## src/rtl/encrypt_scheduler.sv

```systemverilog
// Round-robin scheduler sharing one byte-encryption datapath between two NUL-terminated
// message requesters, with a key register that is only replaced between messages.
module encrypt_scheduler #(
    parameter int          MAX_LEN   = 64,
    parameter logic [7:0]  KEY_RESET = 8'h00
) (
    input  logic       clk,
    input  logic       reset,
    input  logic       req0_valid,
    input  logic [7:0] req0_data,
    output logic       req0_ready,
    input  logic       req1_valid,
    input  logic [7:0] req1_data,
    output logic       req1_ready,
    input  logic       key_load,
    input  logic [7:0] key_in,
    output logic       key_ready,
    output logic       out_valid,
    output logic [7:0] out_data,
    output logic       out_src,
    output logic       out_last,
    input  logic       out_ready,
    output logic       trunc
);

    localparam int LW = $clog2(MAX_LEN + 1);

    typedef enum logic [1:0] {
        IDLE   = 2'd0,
        GRANT0 = 2'd1,
        GRANT1 = 2'd2
    } state_t;

    // NUL passes through unencrypted so the end-of-message marker survives.
    function automatic logic [7:0] enc_byte(input logic [7:0] m, input logic [7:0] k);
        logic [7:0] p;
        p = {m[7], ~m[6], m[1], ~m[4], m[5], ~m[2], m[3], ~m[0]};
        return (m == 8'h00) ? 8'h00 : (k ^ p);
    endfunction

    state_t          r_state;
    logic [7:0]      r_key;
    logic            r_rr_last;
    logic [LW-1:0]   r_len;
    logic            r_out_valid;
    logic [7:0]      r_out_data;
    logic            r_out_src;
    logic            r_out_last;
    logic            r_trunc;

    logic            w_out_free;
    logic            w_req0_ready;
    logic            w_req1_ready;
    logic            w_key_ready;
    logic            w_accept;
    logic [7:0]      w_byte;
    logic [LW-1:0]   w_len_inc;
    logic            w_at_max;
    logic            w_last;

    assign w_out_free = ~r_out_valid | out_ready;
    assign w_len_inc  = r_len + {{(LW-1){1'b0}}, 1'b1};
    assign w_at_max   = (w_len_inc == LW'(MAX_LEN));

    // Handshake readies and the byte currently offered by the granted requester.
    always_comb begin
        w_req0_ready = 1'b0;
        w_req1_ready = 1'b0;
        w_key_ready  = 1'b0;
        w_accept     = 1'b0;
        w_byte       = 8'h00;
        if (reset) begin
            w_req0_ready = 1'b0;
        end else begin
            case (r_state)
                IDLE: begin
                    w_key_ready = ~r_out_valid;
                end
                GRANT0: begin
                    w_req0_ready = w_out_free;
                    w_accept     = req0_valid & w_out_free;
                    w_byte       = req0_data;
                end
                GRANT1: begin
                    w_req1_ready = w_out_free;
                    w_accept     = req1_valid & w_out_free;
                    w_byte       = req1_data;
                end
                default: begin
                    w_key_ready = 1'b0;
                end
            endcase
        end
    end

    assign w_last = (w_byte == 8'h00) | w_at_max;

    // Grant/key sequencing and the output register.
    always_ff @(posedge clk or posedge reset) begin
        if (reset) begin
            r_state     <= IDLE;
            r_key       <= KEY_RESET;
            r_rr_last   <= 1'b1;
            r_len       <= '0;
            r_out_valid <= 1'b0;
            r_out_data  <= 8'h00;
            r_out_src   <= 1'b0;
            r_out_last  <= 1'b0;
            r_trunc     <= 1'b0;
        end else begin
            r_trunc <= 1'b0;
            if (w_accept) begin
                r_out_valid <= 1'b1;
                r_out_data  <= enc_byte(w_byte, r_key);
                r_out_src   <= (r_state == GRANT1);
                r_out_last  <= w_last;
                r_len       <= w_len_inc;
                r_trunc     <= w_at_max & (w_byte != 8'h00);
            end else if (r_out_valid & out_ready) begin
                r_out_valid <= 1'b0;
            end
            case (r_state)
                IDLE: begin
                    if (key_load & w_key_ready) begin
                        r_key <= key_in;
                    end else if (req0_valid & (~req1_valid | r_rr_last)) begin
                        r_state   <= GRANT0;
                        r_rr_last <= 1'b0;
                        r_len     <= '0;
                    end else if (req1_valid) begin
                        r_state   <= GRANT1;
                        r_rr_last <= 1'b1;
                        r_len     <= '0;
                    end else begin
                        r_state <= IDLE;
                    end
                end
                GRANT0, GRANT1: begin
                    if (w_accept & w_last) begin
                        r_state <= IDLE;
                    end else begin
                        r_state <= r_state;
                    end
                end
                default: begin
                    r_state <= IDLE;
                end
            endcase
        end
    end

    assign req0_ready = w_req0_ready;
    assign req1_ready = w_req1_ready;
    assign key_ready  = w_key_ready;
    assign out_valid  = r_out_valid;
    assign out_data   = r_out_data;
    assign out_src    = r_out_src;
    assign out_last   = r_out_last;
    assign trunc      = r_trunc;

endmodule

```

## config.mk

```make
export PLATFORM = sky130hd
export DESIGN_NAME = encrypt_scheduler
export DESIGN_NICKNAME = d
export VERILOG_FILES = /design/src/rtl/encrypt_scheduler.sv
export SDC_FILE = /design/constraint.sdc
export NUM_CORES = 1
export LEC_CHECK = 0
export ABC_AREA = 1
export BUFFER_PORTS_ARGS = -buffer_cell sky130_fd_sc_hd__buf_2
export CELL_PAD_IN_SITES_DETAIL_PLACEMENT = 0
export CELL_PAD_IN_SITES_GLOBAL_PLACEMENT = 1
export CORE_MARGIN = 2
export CORE_UTILIZATION = 40
export DETAILED_ROUTE_END_ITERATION = 16
export HOLD_SLACK_MARGIN = 0.1
export PLACE_DENSITY_LB_ADDON = 0.1
export RECOVER_POWER = 100
export SYNTH_ARGS = -nofsm -noshare
export SYNTH_HDL_FRONTEND = slang
export SYNTH_SLANG_ARGS = --single-unit
```

## constraint.sdc

```tcl
create_clock -name clk -period 2.9 [get_ports clk]
set_input_delay 0.58 -clock clk [delete_from_list [all_inputs] [get_ports clk]]
set_output_delay 0.58 -clock clk [all_outputs]
set_load 0.01 [all_outputs]
```

==> results.yml, run 1 <==
sta:
  final-hold-violation-count: 0
  grt_setup_unrepaired: "false"
  worst_pin_slew_ns: 1.63
  final_period_minus_worst_setup_slack_ns: 2.28
  period_share: 0.787
  fin_skew_ns: 0.00237
  final_count_of_pins_violating_max_slew: 31
  achievable_frequency_mhz: 438
  timing.setup.tns_ns: 0
  setup_viol: 0
  timing.slew.headroom: -0.0873
setup_path:
  r2r-end: "r_len[3]"
  critical_path.cell_chain: "inv_1 > ha_1 > inv_1 > nor3_1 > and2_0 > a211oi_1 > inv_1 > o21ai_0 > a21oi_1"
  timing.critical_path.slowest_cell_delay_ns: 0.58
  critPathSlowestCell: "sky130_fd_sc_hd__a211oi_1"
  timing.reg2reg.worst_path_depth: 9
  setup_cp_type: "register to register"
  setup.worst_path.start_class: "register"
  r2r_slack_ns: 0.62
  critPathRequiredTime_ns: 3.07
  crit_top_cell: "sky130_fd_sc_hd__inv_1"
  crit_path_end_kind: "register"
  crit_path_max_fanout: 11
  reg2reg_from: "r_state[1]"
  cp_data_arrival_time_ns: 2.45
global_routing:
  grt_max_degree: 31
  gr-total-overflow: 0
  first_global_vias: 1510
  grt.total_usage: 0.179
  antenna_found_initial: 0
  grt_first_pass_wirelength_um: 6840
routing:
  routed_wl_um: 3820
  avgRoutedWirePerCell_um: 12.0
  remaining_routing_drc_violations: 0
  post_drt_via_cell_ratio: 4.59
  route.antenna.remaining_nets: 0
  drt_first_iter_violations: 50
  detailed_route_via_count: 1465
  drt_pre_antenna_iters: 4
min_path:
  hold_path.class: "register to register"
  hold_depth: 2
  hold_start: "out_data[0]"
  min_to: "out_data[0]"
synth:
  synth.net_count: 256
  yosysWarningCount: 0
  ys_seq_area_frac: 0.445
  synth_cell_types: 26
  netlist_area_mm2: 0.00169
  synth-seq-cells: 30
  synthesis.instances: 221
  postSynthAreaPerCell_um2: 7.65
clocking:
  cts.sinks: 30
  max_clock_buf_depth: 2
  hold_bufs_inserted_after_cts: 0
  tritoncts_clock_tree: "built"
  postCtsResizedCells: 0
  setup_fix_bufs_post_cts: 0
  cts_inserted_buffers: 5
  cts_root_buf: "sky130_fd_sc_hd__clkbuf_8"
  cts-htree-levels: 2
  worst_path_clk_slew_ns: 0.06
  worstSkewPairLatency_ns: 0.28
flow_run:
  cap_viol_max_count: 1
pwr:
  share_clk_of_total_power: 0.200
  peakVddDrop_v: 0.000408
  sw_frac_of_total: 0.408
  power_density_mw_per_mm2: 883
  netSwitchingPower_uw: 717
  p_total_mw: 1.76
  power.share.sequential: 0.405
  power_report.internal_total_mw: 1.04
  static-leakage-power_nw: 1.06
  comb_power_share: 0.395
outcome:
  violations_in_the_final_reports: "capacitance limit, slew limit"
  outcome: "complete, but fails checks"
placed_design:
  port_buffers: 44
  gp_congestion: 0.740
  dp.final_hpwl_um: 2960
final_layout:
  post_route_cells_drive_above_1_share: 0.156
  antenna-diode-count: 0
  most-common-layout-cells: "99 x sky130_fd_sc_hd__nand2_1, 29 x sky130_fd_sc_hd__dfrtp_1, 28 x sky130_fd_sc_hd__buf_2"
  area_growth_syn_to_layout_pct: 17.8
  finish.net_count: 303
  filler_cell_count: 449
  final_common_cell: "sky130_fd_sc_hd__nand2_1"
die:
  fp.dieH_um: 69.0
  horizontal_die_dimension_um: 69.0
  io_pins: 45
  floorplan.initialDensity: 0.420
  placeableCoreArea_mm2: 0.00403
  core.rowCount: 23
  fp.dieArea_mm2: 0.00477
Yosys cell counts:
cell type                  number  share of area
sky130_fd_sc_hd__a211oi_1       1         0.0044
sky130_fd_sc_hd__a211oi_2       1         0.0074
sky130_fd_sc_hd__a21oi_1        5          0.015
sky130_fd_sc_hd__a31oi_1        2         0.0074
sky130_fd_sc_hd__and2_4         1         0.0052
sky130_fd_sc_hd__buf_2          2         0.0059
sky130_fd_sc_hd__buf_6          3          0.020
sky130_fd_sc_hd__dfrtp_1       29           0.43
sky130_fd_sc_hd__dfstp_2        1          0.016
sky130_fd_sc_hd__ha_1           5          0.037
sky130_fd_sc_hd__inv_1         18          0.040
sky130_fd_sc_hd__inv_2          1         0.0022
sky130_fd_sc_hd__inv_4          1         0.0037
sky130_fd_sc_hd__nand2_1       99           0.22
sky130_fd_sc_hd__nand2_2        2         0.0074
sky130_fd_sc_hd__nand3_1        5          0.015
sky130_fd_sc_hd__nand3b_4       1          0.012
sky130_fd_sc_hd__nand4_1        1         0.0037
sky130_fd_sc_hd__nor2_1        14          0.031
sky130_fd_sc_hd__nor2_4         2          0.013
sky130_fd_sc_hd__nor3_1         1         0.0030
sky130_fd_sc_hd__nor3_2         1         0.0059
sky130_fd_sc_hd__o21ai_0       14          0.041
sky130_fd_sc_hd__o21bai_1       2         0.0089
sky130_fd_sc_hd__xnor2_1        3          0.016
sky130_fd_sc_hd__xor2_1         6          0.031
layout make-up:
cell class | count | area, um2 | share of cell area
repair buffers | 45 | 204 | 0.102
flip-flops and latches | 30 | 752 | 0.377
inverters | 20 | 77.6 | 0.0389
well taps | 50 | 62.6 | 0.0314
clock buffers | 7 | 86.3 | 0.0433
multi-input cells | 166 | 806 | 0.404
clock inverters | 1 | 5.00 | 0.00251
worst max path at each step:
stage                     startpoint         end  slack [ns]
after CTS                 r_state[1]  req0_ready        0.84
after detailed placement  r_state[1]  r_state[1]        0.94
after floorplan           r_state[1]  r_state[0]        1.25
after global routing      r_state[0]    r_len[3]        0.38
final                     r_state[1]    r_len[3]        0.62
after global placement    r_state[1]  r_state[0]         1.0
flip-flops by register name, summed over array words and instances, names as in the netlist:
signal     count
trunc          1
out_last       1
out_data       8
out_valid      1
out_src        1
r_state        2
r_key          8
r_len          7
r_rr_last      1
metrics by stage:
stage / setup WS [ns] / cell area, um2 / hold WS [ns] / cells / utilization
after floorplan: 1.25 / 1690 / 0.461 / 221 / -
after global placement: 0.999 / 1940 / 0.471 / 311 / 0.481
after detailed placement: 0.942 / 1940 / 0.472 / 311 / 0.481
after CTS: 0.842 / 2030 / 0.448 / 319 / 0.504
after global routing: 0.382 / 1990 / 0.500 / 319 / 0.495
final: 0.619 / 1990 / 0.489 / 319 / 0.495
power by group through the flow:
stage               combinational (mW)  sequential (mW)  clock, mW
floorplan                        0.524            0.720          0
finish                           0.695            0.713      0.351
CTS                              0.740            0.715      0.366
global placement                 0.734            0.721          0
global route                     0.808            0.740      0.383
detailed placement               0.739            0.720          0
logic make-up after synthesis:
kind of cell    share of synthesized area
fa+ha+maj                          0.0370
buf+inv                            0.0717
flops                               0.445
compound gates                     0.0843
simple gates                        0.316
xor+xnor                           0.0466
worst max-delay path, delay by kind of cell, from the launching register on:
family / cells / cell delay (ns)
compound gates: 3 / 0.76
fa+ha+maj: 1 / 0.17
flops: 1 / 0.39
simple gates: 2 / 0.44
buf+inv: 3 / 0.41
layer usage:
layer | vias to the layer above | wire length [um] | part of all wire | GRT usage
met2 | 38 | 1630 | 0.43 | 0.285
met3 | 6 | 175 | 0.046 | 0.0453
met1 | 642 | 1970 | 0.52 | 0.240
met4 | 0 | 49 | 0.013 | 0.0523
met5 | - | 0 | 0 | 0
li1 | 779 | - | - | -
No activity file was read; power rests on OpenSTA's default activity.
==> run 2: changes to the inputs <==
--- a/config.mk
+++ b/config.mk
@@ -10,7 +10,7 @@
 export CELL_PAD_IN_SITES_DETAIL_PLACEMENT = 0
 export CELL_PAD_IN_SITES_GLOBAL_PLACEMENT = 1
 export CORE_MARGIN = 2
-export CORE_UTILIZATION = 40
+export CORE_UTILIZATION = 34
 export DETAILED_ROUTE_END_ITERATION = 16
 export HOLD_SLACK_MARGIN = 0.1
 export PLACE_DENSITY_LB_ADDON = 0.1
==> constraint.sdc (replaced) <==
create_clock -name clk -period 1.9 [get_ports clk]
set_input_delay 0.38 -clock clk [delete_from_list [all_inputs] [get_ports clk]]
set_output_delay 0.38 -clock clk [all_outputs]
set_load 0.01 [all_outputs]
==> run 2 against run 1 <==
Compared with the run above:
- the run now ends clean
- routed wire length grew 14%
- largest cell class unchanged
- critical path depth rose by 6
- first-iteration DRC count is 4.0% higher
- fmax rose by 26%
- critical path type unchanged
==> results.yml, run 2 (synthesis gave the netlist of run 1 again) <==
outcome:
  outcome: "completed"
sta:
  final_count_of_pins_violating_max_slew: 0
  period_share: 0.952
  timing.hold.ws_ns: 0.296
  fin_skew_ns: 0.00610
  final_period_minus_worst_setup_slack_ns: 1.81
  achievable_frequency_mhz: 553
  final-hold-violation-count: 0
  grt_setup_unrepaired: "true"
  timing.setup.tns_ns: 0
  timing.slew.headroom: 0.485
  setup_viol: 0
  worst_pin_slew_ns: 0.773
global_routing:
  grt_max_degree: 31
  gr-total-overflow: 0
  grt_first_pass_wirelength_um: 6870
  grt.total_usage: 0.166
  antenna_found_initial: 0
  first_global_vias: 1500
setup_path:
  cp_data_arrival_time_ns: 1.98
  critPathRequiredTime_ns: 2.07
  crit_path_end_kind: "register"
  r2r_slack_ns: 0.09
  setup_cp_type: "register to register"
  setup.worst_path.start_class: "register"
  crit_path_max_fanout: 7
pwr:
  static-leakage-power_nw: 1.14
  peakVddDrop_v: 0.000491
  p_total_mw: 2.98
  power_density_mw_per_mm2: 1350
placed_design:
  port_buffers: 44
  detailed_place.area_mm2: 0.00200
  post-place-cells: 333
  gp_congestion: 0.761
  dp.final_hpwl_um: 3180
final_layout:
  finish.net_count: 315
  area_growth_syn_to_layout_pct: 30.1
  filler_cell_count: 515
  post_route_cells_drive_above_1_share: 0.302
  finish.instance_area_mm2: 0.00220
  layoutNonFillerInstCount: 348
  antenna-diode-count: 0
  final_common_cell: "sky130_fd_sc_hd__nand2_1"
  most-common-layout-cells: "87 x sky130_fd_sc_hd__nand2_1, 32 x sky130_fd_sc_hd__buf_2, 28 x sky130_fd_sc_hd__dfrtp_1"
routing:
  drt_pre_antenna_iters: 4
  detailed_route_via_count: 1534
  route.antenna.remaining_nets: 0
  avgRoutedWirePerCell_um: 12.5
  post_drt_via_cell_ratio: 4.41
  routed_wl_um: 4330
  drt_first_iter_violations: 52
  remaining_routing_drc_violations: 0
clocking:
  cts-htree-levels: 2
  max_clock_buf_depth: 2
  cts_root_buf: "sky130_fd_sc_hd__clkbuf_8"
  worst_path_clk_slew_ns: 0.07
  worstSkewPairLatency_ns: 0.28
  cts_inserted_buffers: 5
  cts.sinks: 30
  tritoncts_clock_tree: "built"
die:
  placeableCoreArea_mm2: 0.00475
  horizontal_die_dimension_um: 74.5
  core.rowCount: 25
  io_pins: 45
  fp.dieH_um: 74.5
  fp.dieArea_mm2: 0.00556
  floorplan.initialDensity: 0.356
flow_run:
  cap_viol_max_count: 0
min_path:
  hold_path.class: "input port to register"
==> run 2: cell types whose count changed in the layout (fill, tap and decap cells not counted), moves of 4 or more <==
cell,delta
sky130_fd_sc_hd__buf_2,+4
sky130_fd_sc_hd__buf_4,+10
sky130_fd_sc_hd__clkbuf_1,-6
sky130_fd_sc_hd__ha_1,-4
sky130_fd_sc_hd__inv_1,-4
sky130_fd_sc_hd__inv_2,+4
sky130_fd_sc_hd__nand2_1,-12
sky130_fd_sc_hd__nand2_2,+12
sky130_fd_sc_hd__o21ai_0,-5
sky130_fd_sc_hd__o21ai_1,+5
==> run 2: timing repair <==
action | in CTS | in global routing
pin swaps | 1 | 5
setup buffers | 2 | 4
hold buffers | 0 | 0
gates resized for setup | 3 | 29
endpoints found under the setup margin | 10 | 8
endpoints found under the hold margin | 0 | 0
cloned | 1 | 0
==> run 2: layout make-up <==
type	count	area, um2	area share
Tap cell	67	83.8	0.0381
Timing Repair Buffer	56	297	0.135
Clock buffer	6	82.6	0.0375
Sequential cell	30	753	0.342
Multi-Input combinational cell	167	890	0.404
Inverter	20	82.6	0.0375
Clock inverter	2	12.5	0.00569
==> run 2: worst max-delay path, cell delays in order, from the launching register on <==
cell,delay [ns]
sky130_fd_sc_hd__dfrtp_1,0.43
sky130_fd_sc_hd__inv_2,0.08
sky130_fd_sc_hd__ha_2,0.18
sky130_fd_sc_hd__buf_4,0.16
sky130_fd_sc_hd__nand2_1,0.06
sky130_fd_sc_hd__nand2_1,0.07
sky130_fd_sc_hd__nand2_2,0.07
sky130_fd_sc_hd__nand2_1,0.06
sky130_fd_sc_hd__nor2_2,0.11
sky130_fd_sc_hd__nand2_2,0.08
sky130_fd_sc_hd__nand2_1,0.08
sky130_fd_sc_hd__nand2_2,0.07
sky130_fd_sc_hd__nand2_2,0.09
sky130_fd_sc_hd__nand2_2,0.06
sky130_fd_sc_hd__nand2_1,0.06
sky130_fd_sc_hd__nand2_1,0.04
==> run 2: through the flow <==
stage	util	setup slack (ns)
2_1_floorplan	-	0.245
3_3_place_gp	0.420	-0.0487
3_5_place_dp	0.420	-0.0655
4_1_cts	0.446	0.0217
5_1_grt	0.463	-0.0357
6_report	0.463	0.0906
==> run 2: final timing paths <==
check | from | endpoint | cells after the start
max | r_state[1] | r_state[1] | 15
max reg2reg | r_state[1] | r_state[1] | 15
min | key_in[3] | r_key[3] | 3
max in group asynchronous | reset | r_len[0] | 3
min in group asynchronous | reset | r_state[0] | 3
min reg2reg | out_data[4] | out_data[4] | 2
==> run 2: power breakdown <==
group	internal [mW]	switching, mW	total [mW]	leakage [nW]
clock network	0.291	0.252	0.543	0.0472
registers	0.903	0.195	1.10	0.391
logic	0.555	0.782	1.34	0.705
==> run 2: routing by layer <==
metal | track usage | share of wire | vias to the layer above
met1 | 0.222 | 0.47 | 698
met3 | 0.0488 | 0.034 | 2
met2 | 0.266 | 0.49 | 28
met4 | 0.0417 | 0.0051 | 0
li1 | - | - | 806
met5 | 0 | 0 | -
==> run 3: changes to the inputs <==
--- a/config.mk
+++ b/config.mk
@@ -5,13 +5,13 @@
 export SDC_FILE = /design/constraint.sdc
 export NUM_CORES = 1
 export LEC_CHECK = 0
-export ABC_AREA = 1
-export BUFFER_PORTS_ARGS = -buffer_cell sky130_fd_sc_hd__buf_2
+export ABC_AREA = 0
 export CELL_PAD_IN_SITES_DETAIL_PLACEMENT = 0
 export CELL_PAD_IN_SITES_GLOBAL_PLACEMENT = 1
 export CORE_MARGIN = 2
-export CORE_UTILIZATION = 34
+export CORE_UTILIZATION = 43
 export DETAILED_ROUTE_END_ITERATION = 16
+export DONT_BUFFER_PORTS = 1
 export HOLD_SLACK_MARGIN = 0.1
 export PLACE_DENSITY_LB_ADDON = 0.1
 export RECOVER_POWER = 100
==> run 3 against run 2 <==
Compared with the run above:
- worst setup slack worse by 0.0057 ns
- cell area is 9.7% lower
- combinational power fell by 15%
- utilization rose by 7.2 points
- flip-flop and latch count is the same
- critical path type unchanged
- first-iteration DRC count up 23%
- largest power group unchanged
- sequential power barely moved
- critical path depth down 9
- routed wire length shrank 10%
==> results.yml, run 3 <==
setup_path:
  r2r_slack_ns: 0.08
  reg2reg_from: "r_state[1]"
  setup_cp_type: "register to register"
  critPathRequiredTime_ns: 2.09
  timing.reg2reg.worst_path_depth: 6
  setup.worst_path.start_class: "register"
  crit_path_end_kind: "register"
  crit_path_max_fanout: 20
  r2r-end: "out_data[1]"
  cp_data_arrival_time_ns: 2.00
sta:
  final_period_minus_worst_setup_slack_ns: 1.82
  setup_viol: 0
  timing.hold.ws_ns: 0.154
  final_count_of_pins_violating_max_slew: 0
  grt_setup_unrepaired: "false"
  final-hold-violation-count: 0
  fin_skew_ns: 0.00889
  achievable_frequency_mhz: 551
  timing.slew.headroom: 0.518
  period_share: 0.955
  worst_pin_slew_ns: 0.723
min_path:
  hold_depth: 1
  hold_path.class: "input port to register"
  hold_start: "req0_valid"
  min_to: "r_rr_last"
final_layout:
  most-common-layout-cells: "28 x sky130_fd_sc_hd__dfrtp_1, 19 x sky130_fd_sc_hd__nand2_1, 17 x sky130_fd_sc_hd__nor2_1"
  footprint_of_the_multi_input_gates_um2: 926
  antenna-diode-count: 0
  final_common_cell: "sky130_fd_sc_hd__dfrtp_1"
  register_area_um2: 753
  filler_cell_count: 346
  post_route_cells_drive_above_1_share: 0.265
  area_growth_syn_to_layout_pct: 17.5
  final_core_utilization: 0.535
  finish.net_count: 219
clocking:
  cts_root_buf: "sky130_fd_sc_hd__clkbuf_8"
  cts_inserted_buffers: 5
  max_clock_buf_depth: 2
  worstSkewPairLatency_ns: 0.29
  worst_path_clk_slew_ns: 0.06
  cts-htree-levels: 2
  tritoncts_clock_tree: "built"
  cts.sinks: 30
routing:
  routed_wl_um: 3890
  drt_pre_antenna_iters: 4
  remaining_routing_drc_violations: 0
  avgRoutedWirePerCell_um: 16.7
  route.antenna.remaining_nets: 0
  drt_first_iter_violations: 64
  detailed_route_via_count: 1292
  post_drt_via_cell_ratio: 5.55
synth:
  synth.area.top_cells: "sky130_fd_sc_hd__dfrtp_1 43%, sky130_fd_sc_hd__o31ai_2 5.9%, sky130_fd_sc_hd__mux2_2 5.3%, sky130_fd_sc_hd__xor2_1 4.7%, sky130_fd_sc_hd__nand2_1 4.4%"
  ys_seq_area_frac: 0.445
  synth_cell_types: 41
  top_area_cell_type_share_of_the_netlist_area: 0.429
  yosys_most_used_dff: "sky130_fd_sc_hd__dfrtp_1"
  async_flop_share: 1.00
  synth-seq-cells: 30
  synthesis.instances: 166
  edff_count_synth: 0
  netlist_area_mm2: 0.00169
  yosysWarningCount: 0
  postSynthAreaPerCell_um2: 10.2
  post-synth-top-area-cell: "sky130_fd_sc_hd__dfrtp_1"
  most_frequently_used_cell_type_in_the_post_synthesis_netlist: "sky130_fd_sc_hd__dfrtp_1"
  synth.net_count: 201
  synth_commonest_cells: "29 x sky130_fd_sc_hd__dfrtp_1, 20 x sky130_fd_sc_hd__nand2_1, 17 x sky130_fd_sc_hd__nor2_1"
global_routing:
  gr-total-overflow: 0
  grt_first_pass_wirelength_um: 6220
  antenna_found_initial: 0
  first_global_vias: 1284
  grt.total_usage: 0.196
  grt_max_degree: 29
die:
  fp.dieH_um: 66.7
  placeableCoreArea_mm2: 0.00372
  floorplan.initialDensity: 0.455
  io_pins: 45
  horizontal_die_dimension_um: 66.7
  fp.dieArea_mm2: 0.00445
  core.rowCount: 22
pwr:
  power_density_mw_per_mm2: 1380
  static-leakage-power_nw: 0.840
  peakVddDrop_v: 0.000658
placed_design:
  port_buffers: 0
  gp_congestion: 0.837
  dp.final_hpwl_um: 2850
outcome:
  outcome: "completed"
flow_run:
  cap_viol_max_count: 0
-- run 3: how the worst max path moves through the flow --
stage	start	end	depth (start not counted)
5_1_grt	r_state[0]	r_len[4]	9
3_3_place_gp	r_state[0]	r_state[0]	7
2_1_floorplan	r_state[1]	out_data[0]	7
3_5_place_dp	r_state[0]	out_data[6]	6
4_1_cts	r_state[1]	out_data[6]	6
6_report	r_state[1]	out_data[1]	6
-- run 3: area by class of cell --
cell class / count / area share
inverter: 4 / 0.00756
multi-input combinational: 124 / 0.466
timing repair buffer: 19 / 0.0718
tap: 48 / 0.0302
clock buffer: 8 / 0.0453
sequential: 30 / 0.379
-- run 3: through the flow --
step,std cells,worst slack (ns),power [mW],setup TNS [ns],area (um2)
floorplan,166,0.104,1.83,0,1690
global placement,223,0.00188,2.13,0,1850
detailed placement,223,-0.0786,2.16,-0.657,1850
CTS,232,0.0205,2.72,0,1950
global route,233,0.00658,2.94,0,1990
finish,233,0.0849,2.75,0,1990
-- run 3: layer usage --
| metal | GRT usage | part of all wire | routed length, um |
|---|---|---|---|
| met5 | 0 | 0 | 0 |
| met3 | 0.0777 | 0.084 | 325 |
| met4 | 0.0893 | 0.018 | 69 |
| met1 | 0.251 | 0.45 | 1750 |
| met2 | 0.290 | 0.45 | 1750 |
-- run 3: worst max-delay path: stages (launching register included) --
cell	delay (ns)
sky130_fd_sc_hd__dfrtp_2	0.42
sky130_fd_sc_hd__inv_2	0.08
sky130_fd_sc_hd__ha_4	0.28
sky130_fd_sc_hd__nand2b_4	0.08
sky130_fd_sc_hd__or3_4	0.43
sky130_fd_sc_hd__buf_6	0.18
sky130_fd_sc_hd__o31ai_1	0.24
-- run 3: power by group --
| part | leakage (nW) | total (mW) | switching, mW | internal, mW |
|---|---|---|---|---|
| Clock | 0.0455 | 0.532 | 0.237 | 0.295 |
| Sequential | 0.391 | 1.08 | 0.212 | 0.865 |
| Combinational | 0.403 | 1.14 | 0.576 | 0.564 |
-- run 3: cell families after synthesis --
logic type,count (synthesis),share of synthesized area
AND/OR/NAND/NOR,61,0.179
buffers and inverters,12,0.0355
XOR/XNOR,14,0.0725
multiplexers,9,0.0592
AO/OA/AOI/OAI,35,0.172
flip-flops,30,0.445
adder cells (fa/ha/maj),5,0.0370
-- run 3: timing repair --
| item | CTS | global route |
|---|---|---|
| gates resized for setup | 2 | 11 |
| pin swaps | 0 | 1 |
| hold endpoints to repair | 2 | 0 |
| endpoints found under the setup margin | 17 | 17 |
| setup buffers | 0 | 1 |
| hold buffers | 1 | 0 |
